===== config.mk =====
export PLATFORM = sky130hd
export DESIGN_NAME = event_encoder_8to3
export DESIGN_NICKNAME = d
export VERILOG_FILES = /design/src/rtl/event_enc_pkg.sv /design/src/rtl/prio_pick8.sv /design/src/rtl/event_encoder_8to3.sv
export SDC_FILE = /design/constraint.sdc
export NUM_CORES = 1
export LEC_CHECK = 0
export CORE_MARGIN = 1
export CORE_UTILIZATION = 40
export DETAILED_ROUTE_END_ITERATION = 10
export GPL_TIMING_DRIVEN = 0
export PLACE_DENSITY = 0.72
export SYNTH_ARGS = -nofsm -noshare
export SYNTH_HDL_FRONTEND = slang
export SYNTH_SLANG_ARGS = --single-unit

===== constraint.sdc =====
create_clock -name clk -period 1.6 [get_ports clk]
set_input_delay 0.4 -clock clk [delete_from_list [all_inputs] [get_ports clk]]
set_output_delay 0.4 -clock clk [all_outputs]
set_load 0.03 [all_outputs]

===== src/rtl/event_enc_pkg.sv =====
// Shared constants and types for the 8-to-3 event encoder.
// Round-robin selection is enabled by defining EVENT_ENCODER_ROUND_ROBIN_EN.
package event_enc_pkg;

    localparam int NUM_EVENTS = 8;
    localparam int CODE_W     = 3;

    typedef logic [CODE_W-1:0] code_t;

    function automatic logic [NUM_EVENTS-1:0] code_onehot(input code_t c);
        logic [NUM_EVENTS-1:0] one;
        one = 8'h01;
        return one << c;
    endfunction

endpackage


===== src/rtl/prio_pick8.sv =====
// Combinational 8-way picker: first set bit of pending, searching from start
// upward (wrapping) or, with REVERSE set, downward (wrapping).
module prio_pick8
    import event_enc_pkg::*;
#(
    parameter bit REVERSE = 1'b1
) (
    input  logic [NUM_EVENTS-1:0] pending,
    input  code_t                 start,
    output code_t                 idx,
    output logic                  found
);

    // Scan all eight positions in search order and keep the first hit.
    always_comb begin
        code_t w_pos;
        idx   = 3'd0;
        found = 1'b0;
        w_pos = 3'd0;
        for (int k = 0; k < NUM_EVENTS; k++) begin
            if (REVERSE) begin
                w_pos = start - code_t'(k);
            end else begin
                w_pos = start + code_t'(k);
            end
            if (!found && pending[w_pos]) begin
                idx   = w_pos;
                found = 1'b1;
            end else begin
                idx   = idx;
            end
        end
    end

endmodule


===== src/rtl/event_encoder_8to3.sv =====
// Captures event lines into a pending set and issues one index per handshake.
// Define EVENT_ENCODER_ROUND_ROBIN_EN for round-robin instead of highest-first.
module event_encoder_8to3
    import event_enc_pkg::*;
#(
    parameter code_t IDLE_CODE = 3'b000
) (
    input  logic                  clk,
    input  logic                  rst_n,
    input  logic                  en,
    input  logic [NUM_EVENTS-1:0] req,
    output code_t                 code,
    output logic                  valid,
    input  logic                  ready,
    output logic [NUM_EVENTS-1:0] pending,
    output logic                  ovf
);

    logic [NUM_EVENTS-1:0] r_pending;
    logic                  r_valid;
    code_t                 r_code;
    logic                  r_ovf;

    code_t                 w_start;
    code_t                 w_idx;
    logic                  w_found;
    logic                  w_slot_free;
    logic                  w_load;
    logic [NUM_EVENTS-1:0] w_clear;
    logic [NUM_EVENTS-1:0] w_capture;
    logic [NUM_EVENTS-1:0] w_held;
    logic [NUM_EVENTS-1:0] w_merge;

`ifdef EVENT_ENCODER_ROUND_ROBIN_EN
    code_t r_ptr;

    assign w_start = r_ptr + 3'd1;

    prio_pick8 #(.REVERSE(1'b0)) u_pick (
        .pending (r_pending),
        .start   (w_start),
        .idx     (w_idx),
        .found   (w_found)
    );

    // Last issued index; moves only when a new event is loaded.
    always_ff @(posedge clk) begin
        if (!rst_n) begin
            r_ptr <= 3'd0;
        end else if (w_load) begin
            r_ptr <= w_idx;
        end else begin
            r_ptr <= r_ptr;
        end
    end
`else
    assign w_start = 3'd7;

    prio_pick8 #(.REVERSE(1'b1)) u_pick (
        .pending (r_pending),
        .start   (w_start),
        .idx     (w_idx),
        .found   (w_found)
    );
`endif

    assign w_slot_free = !r_valid || ready;
    assign w_load      = w_slot_free && w_found;
    assign w_clear     = w_load  ? code_onehot(w_idx)  : 8'h00;
    assign w_capture   = en      ? req                 : 8'h00;
    // The index sitting in code is not counted as a lost event.
    assign w_held      = r_valid ? code_onehot(r_code) : 8'h00;
    assign w_merge     = w_capture & r_pending & ~w_clear & ~w_held;

    // Pending set, output slot and sticky overflow flag.
    always_ff @(posedge clk) begin
        if (!rst_n) begin
            r_pending <= 8'h00;
            r_valid   <= 1'b0;
            r_code    <= IDLE_CODE;
            r_ovf     <= 1'b0;
        end else begin
            r_pending <= (r_pending & ~w_clear) | w_capture;
            r_ovf     <= r_ovf | (|w_merge);
            if (w_load) begin
                r_valid <= 1'b1;
                r_code  <= w_idx;
            end else if (w_slot_free) begin
                r_valid <= 1'b0;
                r_code  <= IDLE_CODE;
            end else begin
                r_valid <= r_valid;
                r_code  <= r_code;
            end
        end
    end

    assign code    = r_code;
    assign valid   = r_valid;
    assign pending = r_pending;
    assign ovf     = r_ovf;

endmodule


==> reports/results.ini, run 1 <==
[run_status]
outcome=completed

[detailed_routing]
wire_per_inst_um=13.43
firstDrtPassIters=4
drt_iter0_markers=18
antenna_left=0
drt-vias-per-instance=5.474
vias=728
drc=0
wl_um=1786

[cts]
cts_tree=yes
path_clk_slew_ns=0.09
h-tree-depth=1
insertion_delay_ns=0.28
cts_buffer_depth=2
clock_sinks=13
cts_buffers=3
cts_root_buf=clkbuf_4

[worst_setup_path]
slowest_stage=clkdlybuf4s50_1
crit_arrival_ns=1.72
worst-path-buf-inv=2
crit_chain=clkdlybuf4s50_1 -> clkbuf_8 -> o311ai_2 -> o22ai_1 -> o41ai_2 -> o2111ai_1
ff2ff_path_depth=5
crit_type=input port to flip-flop
slowest_delay_ns=0.45
crit_family=compound AO/OA/AOI/OAI gates
cp_max_fo=10
crit_path_start_kind=input port
path_depth=6
crit_required_ns=1.75
cp-end-kind=flip-flop

[synth]
syn-num-nets=92
synth.area.mux_share=0
synthAdderAreaFrac=0
ys_async_sr_fraction=0
synth_top_family_by_area=compound AO/OA/AOI/OAI gates
synth-xor-area-share=0
ys_warn_count=0
syn_inst=80
synth_top_flop_cell=dfxtp_1
synthSimpleGateAreaFrac=0.2168
ys_seq_area_frac=0.3636
synth_edf_count=0
synth_area_um2=715.7
synth_compound_area_frac=0.3741
synth.distinct_cells=37
syn_avg_cell_area_um2=8.946
synth-seq-cells=13

[global_routing]
grt_pass1_wl_um=2842
grt_pass1_vias=634
antenna_found_initial=0
grt-ovfl-total=0
grt_usage=0.1963
grt_max_degree=11

[floorplan]
dieArea_um2=1962
io_pins=25
rows=14
start_util=0.4490
core_area_um2=1594
fp.dieW_um=44.30
die_h_um=44.30

[final_layout]
layout_common_cells=nand2_1, dfxtp_1, clkdlybuf4s50_1
multi_input_area_um2=446.7
fin_nets=122
n_fill_cell=153
area_growth_pct=44.23
seqCellArea_um2=264.0
layout_commonest_cell=nand2_1
fin_cells=133
layout-drive-gt1-share=0.2385
diodes=0

[pwr]
p_leak_nw=0.4391
p_per_area_nw_per_um2=823.9
ir_drop_mv=0.5567

[placed_design]
gp_congestion=0.8103
port-buffer-count=24
detailed_place_hpwl_um=1364
numPlacedInstances=128
pre_cts_slack_ns=-0.5663

[sta]
max_slew_margin=0.7340
post-route-min-period_ns=1.577
timing.final.crit_share=0.9854
finalSetupViolCount=0
drv_slew=0
hold_viol_final=0
skew_ns=0.004922
fmax_mhz=634.3
worst_slack_ns=0.02336
worst_slew_pin_slew_ns=0.3990
rsz0062_at_grt=yes

[min_path]
hp-class=flip-flop to flip-flop
hold_path_depth=1

[run]
max_cap_violations=0

synth_stat cells (2+ instances only):
cell | instances | share of area
o21ai_0 | 4 | 0.028
nand3_1 | 2 | 0.014
a31o_2 | 2 | 0.024
nand2_1 | 11 | 0.058
a21oi_1 | 2 | 0.014
a211oi_1 | 2 | 0.021
inv_1 | 3 | 0.016
nor2b_1 | 2 | 0.017
nor2_1 | 3 | 0.016
o41ai_1 | 2 | 0.024
o31ai_1 | 2 | 0.021
a21boi_0 | 8 | 0.084
dfxtp_1 | 13 | 0.36
worst paths after layout:
kind / slack, ns / endpoint / startpoint
min reg2reg: 0.50 / valid / pending[0]
min: 0.50 / valid / pending[0]
max: 0.02 / ovf / en
max reg2reg: 0.04 / ovf / pending[7]
metrics by stage:
| stage | area [um^2] | setup TNS, ns | power [W] | hold WS (ns) | utilization |
|---|---|---|---|---|---|
| after floorplan | 715.7 | 0 | 0.0005391 | 0.5383 | - |
| after global placement | 985.9 | -2.149 | 0.0006495 | 0.4786 | 0.6185 |
| after detailed placement | 985.9 | -2.131 | 0.0006506 | 0.4862 | 0.6185 |
| after CTS | 999.7 | -0.7591 | 0.0008433 | 0.5056 | 0.6272 |
| final | 1032 | 0 | 0.0008504 | 0.4967 | 0.6476 |
| after global routing | 1032 | -0.02006 | 0.0008992 | 0.5310 | 0.6476 |
cell type report:
cell class / count / area share
Buffer: 2 / 0.01697
Clock buffer: 4 / 0.02545
Inverter: 4 / 0.01455
Multi-Input combinational cell: 61 / 0.4327
Sequential cell: 13 / 0.2558
Tap cell: 24 / 0.02909
Timing Repair Buffer: 25 / 0.2255
registers in the layout, summed over array words and instances, names as in the netlist:
signal   flops
valid        1
pending      8
ovf          1
code         3
routing by layer:
metal / vias to the layer above / global-route usage / part of all wire
met4: 0 / 0.09697 / 0.0034
met5: - / 0 / 0
met1: 341 / 0.2670 / 0.47
met2: 21 / 0.3000 / 0.48
li1: 364 / - / -
met3: 2 / 0.03265 / 0.043
what timing repair did:
action,4_1_cts,5_1_grt
setup buffers,0,1
cloned,0,0
gates resized for setup,14,13
hold buffers,0,0
endpoints found under the setup margin,16,9
pin swaps,0,1
power breakdown:
part	internal [W]	leakage, nW	switching (W)
Sequential	0.000353	0.108	0.0000409
Clock	0.0000967	0.0150	0.000113
Combinational	0.000112	0.316	0.000135
logic make-up (layout without fill, tap and decap cells):
group                  count (synthesis)  count (layout)
AO/OA/AOI/OAI                         34              34
buffers and inverters                  6              35
flip-flops                            13              13
AND/OR/NAND/NOR                       27              27
Power figures use the tool's default switching activity.
==> run 2: changes to the inputs <==
--- a/config.mk
+++ b/config.mk
@@ -9,6 +9,7 @@
 export CORE_UTILIZATION = 40
 export DETAILED_ROUTE_END_ITERATION = 10
 export GPL_TIMING_DRIVEN = 0
+export MAX_ROUTING_LAYER = met4
 export PLACE_DENSITY = 0.72
 export SYNTH_ARGS = -nofsm -noshare
 export SYNTH_HDL_FRONTEND = slang
==> run 2 against run 1 <==
Clock skew is the same. Worst hold slack about the same. Sequential power is essentially flat. Critical endpoint unchanged. Largest cell class unchanged. Highest routed layer unchanged.
==> reports/results.ini, run 2 (synthesis results as in run 1) <==
[worst_setup_path]
path_depth=6  ; unchanged
crit_type=input port to flip-flop  ; unchanged
crit_required_ns=1.75  ; about the same
slowest_stage=clkdlybuf4s50_1  ; unchanged
ff2ff_setup_slack_ns=0.04  ; about the same
slowest_delay_ns=0.45  ; about the same
worst-path-buf-inv=2  ; unchanged
ff2ff_path_depth=5  ; unchanged
cp-end-kind=flip-flop  ; unchanged
crit_family=compound AO/OA/AOI/OAI gates  ; unchanged
crit_chain=clkdlybuf4s50_1 -> clkbuf_8 -> o311ai_2 -> o22ai_1 -> o41ai_2 -> o2111ai_1  ; unchanged
crit_path_start_kind=input port  ; unchanged
cp_max_fo=10  ; unchanged
crit_arrival_ns=1.72  ; about the same

[final_layout]
final_cell_area_um2=1032  ; unchanged
area_growth_pct=44.23  ; unchanged
largest_reg_flops=8  ; unchanged
fin_cells=133  ; unchanged
diodes=0  ; unchanged
fin_nets=122  ; unchanged
layout-drive-gt1-share=0.2385  ; unchanged
layout_commonest_cell=nand2_1  ; unchanged
final_util=0.6476  ; unchanged
layout_common_cells=nand2_1, dfxtp_1, clkdlybuf4s50_1  ; unchanged

[sta]
hold_viol_final=0  ; unchanged
post-route-min-period_ns=1.577  ; about the same
timing.final.crit_share=0.9854  ; about the same
whs_ns=0.4968  ; was 0.4967 ns
setup_tns_ns=0  ; unchanged
fmax_mhz=634.3  ; unchanged
max_slew_margin=0.7341  ; was 0.7340
skew_ns=0.004922  ; unchanged
finalSetupViolCount=0  ; unchanged
worst_slew_pin_slew_ns=0.3988  ; was 0.3990 ns
drv_slew=0  ; unchanged
rsz0062_at_grt=yes  ; unchanged

[global_routing]
grt_pass1_vias=634  ; unchanged
grt-ovfl-total=0  ; unchanged
grt_usage=0.2023  ; was 0.1963
grt_max_degree=11  ; unchanged
antenna_found_initial=0  ; unchanged
grt_pass1_wl_um=2842  ; unchanged

[pwr]
p_leak_nw=0.4391  ; unchanged
p_per_area_nw_per_um2=824.0  ; was 823.9 nW/um^2
ir_drop_mv=0.5567  ; unchanged

[min_path]
hp-class=flip-flop to flip-flop  ; unchanged
hold_path_depth=1  ; unchanged

[cts]
insertion_delay_ns=0.28  ; about the same
cts_tree=yes  ; unchanged
holdBufCountCts=0  ; unchanged
h-tree-depth=1  ; unchanged
path_clk_slew_ns=0.09  ; about the same
cts_buffer_depth=2  ; unchanged
cts_root_buf=clkbuf_4  ; unchanged
cts_buffers=3  ; unchanged
clock_sinks=13  ; unchanged

[detailed_routing]
wire_per_inst_um=13.43  ; unchanged
wl_um=1786  ; unchanged
antenna_left=0  ; unchanged
vias=728  ; unchanged
drc=0  ; unchanged
firstDrtPassIters=4  ; unchanged
drt_iter0_markers=18  ; unchanged
drt-vias-per-instance=5.474  ; unchanged

[floorplan]
core_area_um2=1594  ; unchanged
start_util=0.4490  ; unchanged
rows=14  ; unchanged
io_pins=25  ; unchanged
die_h_um=44.30  ; unchanged
fp.dieW_um=44.30  ; unchanged
dieArea_um2=1962  ; unchanged

[run]
max_cap_violations=0  ; unchanged

[placed_design]
numPlacedInstances=128  ; unchanged
detailed_place_hpwl_um=1364  ; unchanged
placed_area_um2=985.9  ; unchanged
gp_congestion=0.8223  ; was 0.8103
port-buffer-count=24  ; unchanged

[run_status]
outcome=completed  ; unchanged

## run 2: cell counts in the layout (fill, tap and decap cells not counted)
Identical to the previous run, type by type.
## run 2: power by group
| part | switching (W) | total, W | internal, W |
|---|---|---|---|
| registers | 0.0000409 | 0.000394 | 0.000353 |
| logic | 0.000135 | 0.000247 | 0.000112 |
| clock network | 0.000113 | 0.000210 | 0.0000967 |
| total | 0.000289 | 0.000851 | 0.000561 |
## run 2: path summary, 6_finish.rpt
check / to / startpoint
setup / recovery: ovf / en
hold / removal: valid / pending[0]
setup reg to reg: ovf / pending[7]
hold reg to reg: valid / pending[0]
## run 2: repair_timing
action                     4_1_cts  5_1_grt
resized for setup               14       13
buffers inserted                 0        1
setup endpoints to repair       16        9
pin swaps                        0        1
## run 2: final cells by class
| cell class | count | area, um^2 |
|---|---|---|
| fillers | 153 | 561.8 |
| multi-input cells | 61 | 446.7 |
| flip-flops and latches | 13 | 264.0 |
| repair buffers | 25 | 232.7 |
| well taps | 24 | 30.03 |
| clock buffers | 4 | 26.28 |
| plain buffers | 2 | 17.52 |
| inverters | 4 | 15.01 |
## run 2: layer usage
layer	track usage	routed length, um
met2	0.3000	858
met4	0.09697	6
met1	0.2720	856
met3	0.02449	65
met5	-	0
## run 2: metrics by stage
step           power (W)  worst slack [ns]
6_report       0.0008505           0.02336
4_1_cts        0.0008433           -0.2573
2_1_floorplan  0.0005391           0.01173
3_3_place_gp   0.0006495           -0.5185
5_1_grt        0.0008991          -0.02006
3_5_place_dp   0.0006506           -0.5663
==> run 3: changes to the inputs <==
--- a/config.mk
+++ b/config.mk
@@ -5,12 +5,14 @@
 export SDC_FILE = /design/constraint.sdc
 export NUM_CORES = 1
 export LEC_CHECK = 0
+export CAP_MARGIN = 20
 export CORE_MARGIN = 1
 export CORE_UTILIZATION = 40
 export DETAILED_ROUTE_END_ITERATION = 10
 export GPL_TIMING_DRIVEN = 0
 export MAX_ROUTING_LAYER = met4
 export PLACE_DENSITY = 0.72
+export SLEW_MARGIN = 20
 export SYNTH_ARGS = -nofsm -noshare
 export SYNTH_HDL_FRONTEND = slang
 export SYNTH_SLANG_ARGS = --single-unit
==> results of run 3 <==
Same layout as run 2: the final DEF is identical, and so are final timing and power.
